<file path="config.mk">
export PLATFORM = sky130hd
export DESIGN_NAME = tiny_prog_loader
export DESIGN_NICKNAME = d
export VERILOG_FILES = /design/src/rtl/tiny_proc_pkg.sv /design/src/rtl/tiny_prog_ram.sv /design/src/rtl/tiny_prog_loader.sv
export SDC_FILE = /design/constraint.sdc
export NUM_CORES = 1
export LEC_CHECK = 0
export CAP_MARGIN = 20
export CORE_UTILIZATION = 63
export CTS_BUF_LIST = sky130_fd_sc_hd__clkbuf_8
export CTS_CLUSTER_SIZE = 25
export DETAILED_ROUTE_END_ITERATION = 10
export PLACE_DENSITY = 0.82
export SLEW_MARGIN = 10
export SYNTH_ARGS = -nofsm -noshare
export SYNTH_HDL_FRONTEND = slang
export SYNTH_SLANG_ARGS = --single-unit
</file>
<file path="constraint.sdc">
create_clock -name clock -period 7.59 [get_ports clock]
set_input_delay 2.277 -clock clock [delete_from_list [all_inputs] [get_ports clock]]
set_output_delay 2.277 -clock clock [all_outputs]
set_load 0.01 [all_outputs]
</file>
<file path="src/rtl/tiny_proc_pkg.sv">
// Shared constants for the tiny processor: program memory geometry, loader
// state encoding and the power-on LED program.
package tiny_proc_pkg;

  localparam int MEM_DEPTH = 16;
  localparam int ADDR_W    = 4;
  localparam int WORD_W    = 8;

  localparam logic [ADDR_W-1:0] LAST_ADDR = ADDR_W'(MEM_DEPTH - 1);

  typedef enum logic [2:0] {
    ST_IDLE  = 3'd0,
    ST_LOAD  = 3'd1,
    ST_CHECK = 3'd2,
    ST_DONE  = 3'd3,
    ST_ERR   = 3'd4
  } load_state_e;

  // LED walking pattern, then a jump back; unused words are zero.
  function automatic logic [WORD_W-1:0] default_word(input logic [ADDR_W-1:0] a);
    logic [WORD_W-1:0] w;
    case (a)
      4'd0:    w = 8'h81;
      4'd1:    w = 8'h82;
      4'd2:    w = 8'h84;
      4'd3:    w = 8'h88;
      4'd4:    w = 8'h84;
      4'd5:    w = 8'h82;
      4'd6:    w = 8'hA0;
      default: w = 8'h00;
    endcase
    return w;
  endfunction

endpackage

</file>
<file path="src/rtl/tiny_prog_ram.sv">
// 16x8 program store: one synchronous write port, one asynchronous read port,
// reset restores the default program.
module tiny_prog_ram
  import tiny_proc_pkg::*;
(
  input  logic              clock,
  input  logic              reset_p,
  input  logic              we,
  input  logic [ADDR_W-1:0] waddr,
  input  logic [WORD_W-1:0] wdata,
  input  logic [ADDR_W-1:0] raddr,
  output logic [WORD_W-1:0] rdata
);

  logic [WORD_W-1:0] mem [MEM_DEPTH];

  always_ff @(posedge clock or posedge reset_p) begin
    if (reset_p) begin
      for (int i = 0; i < MEM_DEPTH; i++) begin
        mem[i] <= default_word(ADDR_W'(i));
      end
    end else if (we) begin
      mem[waddr] <= wdata;
    end
  end

  assign rdata = mem[raddr];

endmodule

</file>
<file path="src/rtl/tiny_prog_loader.sv">
// Byte-stream program loader for the tiny processor; holds the CPU in reset
// while downloading. Optional trailing checksum byte: TINY_PROG_LOADER_CHECKSUM_EN.
module tiny_prog_loader
  import tiny_proc_pkg::*;
(
  input  logic              clock,
  input  logic              reset_p,
  input  logic              load_start,
  input  logic              in_valid,
  input  logic [WORD_W-1:0] in_data,
  output logic              in_ready,
  input  logic [ADDR_W-1:0] fetch_addr,
  output logic [WORD_W-1:0] fetch_data,
  output logic              cpu_reset_p,
  output logic              load_done,
  output logic              load_err
);

  load_state_e       state, state_nxt;
  logic [ADDR_W-1:0] addr, addr_nxt;
  logic [WORD_W-1:0] sum, sum_nxt;
  logic [WORD_W-1:0] sum_with_byte;
  logic              accept;
  logic              wr_en;

  // Handshake: a byte moves when in_valid && in_ready at the rising edge;
  // in_ready depends only on state, and a coincident load_start voids the byte.
  assign in_ready      = (state == ST_LOAD) || (state == ST_CHECK);
  assign accept        = in_valid && in_ready && !load_start;
  assign sum_with_byte = sum + in_data;

  always_ff @(posedge clock or posedge reset_p) begin
    if (reset_p) begin
      state <= ST_IDLE;
      addr  <= '0;
      sum   <= '0;
    end else begin
      state <= state_nxt;
      addr  <= addr_nxt;
      sum   <= sum_nxt;
    end
  end

  always_comb begin
    state_nxt = state;
    addr_nxt  = addr;
    sum_nxt   = sum;
    wr_en     = 1'b0;
    if (load_start) begin
      state_nxt = ST_LOAD;
      addr_nxt  = '0;
      sum_nxt   = '0;
    end else begin
      case (state)
        ST_LOAD: begin
          if (accept) begin
            wr_en    = 1'b1;
            addr_nxt = addr + 1'b1;
            sum_nxt  = sum_with_byte;
            if (addr == LAST_ADDR) begin
`ifdef TINY_PROG_LOADER_CHECKSUM_EN
              state_nxt = ST_CHECK;
`else
              state_nxt = ST_DONE;
`endif
            end
          end
        end
        ST_CHECK: begin
          if (accept) begin
            state_nxt = (sum_with_byte == '0) ? ST_DONE : ST_ERR;
          end
        end
        default: ;
      endcase
    end
  end

  assign cpu_reset_p = (state == ST_LOAD) || (state == ST_CHECK) || (state == ST_ERR);
  assign load_done   = (state == ST_DONE);
`ifdef TINY_PROG_LOADER_CHECKSUM_EN
  assign load_err    = (state == ST_ERR);
`else
  assign load_err    = 1'b0;
`endif

  tiny_prog_ram u_ram (
    .clock   (clock),
    .reset_p (reset_p),
    .we      (wr_en),
    .waddr   (addr),
    .wdata   (in_data),
    .raddr   (fetch_addr),
    .rdata   (fetch_data)
  );

endmodule

</file>
# After elaboration in Yosys (flattened, before gate mapping)
# Index checks and enable logic that the tools add are counted.
op_classes:
  n_mul: 0
  order_cmp: 3
  n_bitwise: 2
  div: 0
  add_sub_neg: 2
  eq_ne: 8
  reduce_logical: 12
  shifts: 0
  mux: 21
ops:
  columns: ["operator", "count"]
  rows:
  - ["bitwise mux 128 bit", 1]
  - ["2-to-1 mux 8 bit", 6]
  - ["binary-select mux 8 bit (select 4 bit)", 1]
  - ["demux 8 bit (select 4 bit)", 1]
  - ["2-to-1 mux 3 bit", 5]
  - ["2-to-1 mux 4 bit", 3]
  - ["greater-or-equal comparator 5 bit (second input constant)", 2]
  - ["NOT 4 -> 5 bit", 2]
  - ["adder 8 bit", 1]
  - ["logical NOT 8 bit", 1]
  - ["equality test 3 x 2 -> 1 bit (second input constant)", 2]
  - ["inequality test 3 bit (second input constant)", 2]
  - ["one-hot mux 3 bit (2 select lines)", 1]
  - ["< comparator 5 x 1 -> 1 bit (second input constant)", 1]
  - ["adder 4 x 1 -> 4 bit (second input constant)", 1]
  - ["equality test 4 bit (second input constant)", 1]
  - ["AND reduction 4 bit", 1]
  - ["nonzero test 2 bit", 2]
  - ["equality test 3 x 1 -> 1 bit (second input constant)", 1]
  - ["equality test 3 bit (second input constant)", 1]
  - ["logical AND 1 bit", 3]
  - ["2-to-1 mux 1 bit", 3]
  - ["inequality test 3 x 2 -> 1 bit (second input constant)", 1]
  - ["nonzero test 3 bit", 1]
  - ["other kinds (3)", 4]
totals:
  register_bits: 143
  latchBits: 0
  out_inout_bits: 12
  memories: 0
  rom_bits: 0
  inputBits: 16
  ram_bits: 0

# Logic depth before layout (Yosys ltp)
depth:
  depth_word: 7
  depth_mapped: 7

# By module
# Synthesis repeated with hierarchy kept, for this count alone.
unflattened:
  cells_unflattened: 499
  hier_area_um2: 7009.2
by_module_without_submodules:
  columns: ["module", "instances", "area_per_inst_um2", "cells_each"]
  rows:
  - ["tiny_prog_ram", 1, 5906.9, 371]
  - ["tiny_prog_loader", 1, 1102.3, 128]

# Worst setup path after synthesis
# Ideal clock, no wire load.
synth_path:
  path_type: "input port to output port"
  from: "input port fetch_addr[0]"
  to: "output port fetch_data[0]"
  arrival_ns: 3.643
  setup_slack_ns: 1.670
  required_time_ns: 5.313
  path_buffers: 2
  stages: 4
  cell_sequence: "buf_2 -> buf_4 -> mux4_2 -> mux4_2"
synth_via:
  elab_chain_len: 4
synth_lines:
  columns: ["item", "line", "rtl"]
  rows:
  - ["start: declaration", "tiny_prog_loader.sv:12", "input logic [ADDR_W-1:0] fetch_addr,"]
  - ["NOT 4 -> 5 bit (implied by the code)", "tiny_prog_ram.sv:27", "assign rdata = mem[raddr];"]
  - ["binary-select mux 8 bit (select 4 bit)", "tiny_prog_ram.sv:27", null]
  - ["2-to-1 mux 8 bit (implied by the code) (2 in a row)", "tiny_prog_ram.sv:27", null]
  - ["end: declaration", "tiny_prog_loader.sv:13", "output logic [WORD_W-1:0] fetch_data,"]
# Every way passes these cells. The select of a mux whose other input is x is not followed.

# Worst setup path in the final report
layout_path:
  from: "input port fetch_addr[1]"
  to: "output port fetch_data[6]"
# The elaborated chain is that of the path after synthesis.

==> flow_metrics.tcl <==
set metrics [dict create \
    seq_area_frac_synth_pct 50.4 \
    p_clk_share_pct 39.7 \
    status "finished clean" \
    p_leak_nw 3.63 \
    rsz0062_at_grt "false" \
    layout-drive-gt1-share_pct 48.4 \
    pin_count 28 \
    n_fill_cell 693 \
    rows 38 \
    root_buffer "clkbuf_8" \
    crit_path_start_kind "primary input" \
    cts.repair.resized 0 \
    area_growth_pct 11.1 \
    cts_buffer_depth 2 \
    holdBufCountCts 0 \
    swShare_pct 24.3 \
    cp_slowest_cell "mux4_2" \
    synth.area.top_cells "dfrtp_1, mux2_2, mux4_2" \
    synthDistinctLibCells 51 \
    hold_violations 0 \
    reg2reg_depth 4 \
    final_cell_mix "dfrtp_1, mux2_2, mux4_2, clkdlybuf4s50_1, clkbuf_8" \
    finClkSkew_ps 6.93 \
    die_area_sq_mm 0.0118 \
    critPathBufInv 3 \
    path_cells "clkdlybuf4s50_1, buf_4, mux4_2, mux4_2, clkdlybuf4s50_1" \
    crit_fanout 32 \
    internal_power_mw 1.39 \
    grt_overflow 0 \
    worstHoldStart "sum[5]" \
    multi_input_area_sq_mm 0.00335 \
    reg2reg_to "u_ram.mem[8]" \
    regToRegSetupSlack_ps 4860 \
    setup_tns_ps 0 \
    start_util_pct 65.3 \
    grt.total_usage_pct 28.6 \
    period_needed_ps 6840 \
    h-tree-depth 4 \
    worstHoldPathCells 2 \
    drtIter0Drc 286 \
    synthesis.nets 487 \
    cts_tree "built" \
    dieHeight_um 108 \
    rr_startpoint "state[2]" \
    worstPathRequired_ps 5310 \
    power_density_mw_per_mm2 231 \
    switchingPower_mw 0.446 \
    slew_headroom_pct 26.8 \
    viasPerCell 6.50 \
    final-setup-viol-count 0 \
    yosysWarnings 0 \
    layout_commonest_cell "dfrtp_1" \
    synth_top_area_cell "dfrtp_1" \
    drv_cap 0 \
    pwr-share-comb_pct 13.0 \
    clk_pin_slew_ps 70 \
    drtPass1Iterations 4 \
    min_path_type "reg2reg" \
    yosys_register_bits 143 \
    post_drt_wl_per_cell_um 23.7 \
    fin_nets 507 \
    hold_end "sum[5]" \
    num_antenna_cells 0 \
    wl_um 15000 \
    syn-mean-instance-area_sq_um 15.5 \
    dpl-instance-area_sq_mm 0.00744 \
    clock_latency_ps 460 \
    grt_pass1_wl_um 23900 \
    path_delay_family "buffers and inverters" \
    antenna_found_initial 0 \
    first_global_vias 4376 \
    finalWeightedCongestion 0.857 \
    seq_area_sq_mm 0.00360 \
    worst_slew_pin_slew_ps 1100 \
    crit_type "in2out" \
    syn_inst 459 \
    p_seq_share_pct 47.4 \
    dieWidth_um 108 \
    worstPathArrival_ps 4570 \
    ant_nets 0 \
    hold_ws_ps 498 \
    maxSlewViolCount 0 \
    ir_worst_vdd_mv 0.198 \
    via_count 4106 \
    numCtsBuffers 17 \
    fmax_mhz 146 \
    core_area_sq_mm 0.0109 \
    worstSetupEndpointType "output port" \
    syn-cell-area_sq_mm 0.00714 \
    grt_start_max_net_pins 102 \
    max_stage_delay_ps 510 \
    drcViolationCount 0 \
    post-cts-setup-buffer-count 0 \
    clock_sinks 143 \
    place.detailed.hpwl_um 9550 \
    finalCritPeriodShare_pct 90.2 \
    placement.io_buffers 26 \
    stdcell_area_sq_mm 0.00793 \
    yosys.area.top_type_share_pct 45.2 \
]
layout make-up:
| cell class | instances | share of cell area [%] |
|---|---|---|
| Sequential cell | 143 | 45.3 |
| Inverter | 5 | 0.300 |
| Tap cell | 140 | 2.21 |
| Clock buffer | 21 | 3.64 |
| Timing Repair Buffer | 30 | 3.75 |
| Clock inverter | 11 | 2.52 |
| Multi-Input combinational cell | 282 | 42.2 |
worst max-delay path by stage:
stage	startpoint	to	slack [ps]	depth (start not counted)
2_1_floorplan	reset_p	addr[0]	1500	1
3_3_place_gp	fetch_addr[1]	fetch_data[4]	790	5
3_5_place_dp	fetch_addr[1]	fetch_data[4]	750	5
4_1_cts	fetch_addr[1]	fetch_data[6]	760	5
5_1_grt	fetch_addr[1]	fetch_data[1]	710	5
6_report	fetch_addr[1]	fetch_data[6]	750	5
registers in the layout (all words and copies together), names as in the netlist:
signal,cells
sum,8
u_ram.mem,128
state,3
addr,4
worst register-to-register path: stages (launching register included):
cell and delay (ps):
dfrtp_1 490, nor3b_4 250, and2_1 880, nand4_2 550
mux2_2 450
stage by stage:
stage                     cells  total power [mW]  util (%)  setup WS [ps]
after floorplan             459              1.05         -           1500
after global placement      600              1.11      68.1            787
after detailed placement    600              1.12      68.1            747
after CTS                   632              1.85      72.5            761
after global routing        632              1.91      72.5            707
final                       632              1.84      72.5            747
cells by family after synthesis:
logic type               after synthesis  share of synthesized area, %
adder cells (fa/ha/maj)               12                          2.21
XOR/XNOR                               4                         0.491
multiplexers                         168                          33.0
flip-flops                           143                          50.4
buffers and inverters                 34                          2.68
AND/OR/NAND/NOR                       59                          7.31
other                                  1                        0.0525
AO/OA/AOI/OAI                         38                          3.84
power by group through the flow:
stage | Combinational [mW] | Clock (mW) | Sequential, mW
finish | 0.238 | 0.728 | 0.870
global placement | 0.229 | 0 | 0.879
detailed placement | 0.239 | 0 | 0.881
floorplan | 0.186 | 0 | 0.868
global route | 0.258 | 0.771 | 0.877
CTS | 0.240 | 0.737 | 0.868
Yosys cell counts (all sizes together):
master   number
ha           11
mux2        128
a211oi        5
conb          1
nand2b        2
xor2          2
fa            1
a22o          5
o211ai        1
a21boi        1
dfrtp       129
o21bai        1
nor2         12
or2           1
and2          1
nor2b         6
o21a          1
a2111oi       1
nand2         6
a211o         1
mux4         40
nand4         4
a21o          2
dfstp        14
a21oi         6
nor3b         6
nor3          1
nand4b        1
or3           3
nor4b         1
and3b         2
a221o         1
o311a         1
clkbuf       10
a32o          1
nand3        13
xnor2         2
buf          19
inv           5
o31a          1
o21ai        10
routing by layer:
metal  track usage [%]  up-vias  wire length, um
met5                 0        -                0
met4              10.1        0              395
met3              8.44       32              804
met2              47.3      121             7750
met1              35.8     2168             6040
li1                  -     1785                -
(Power assumes the default switching activity.)
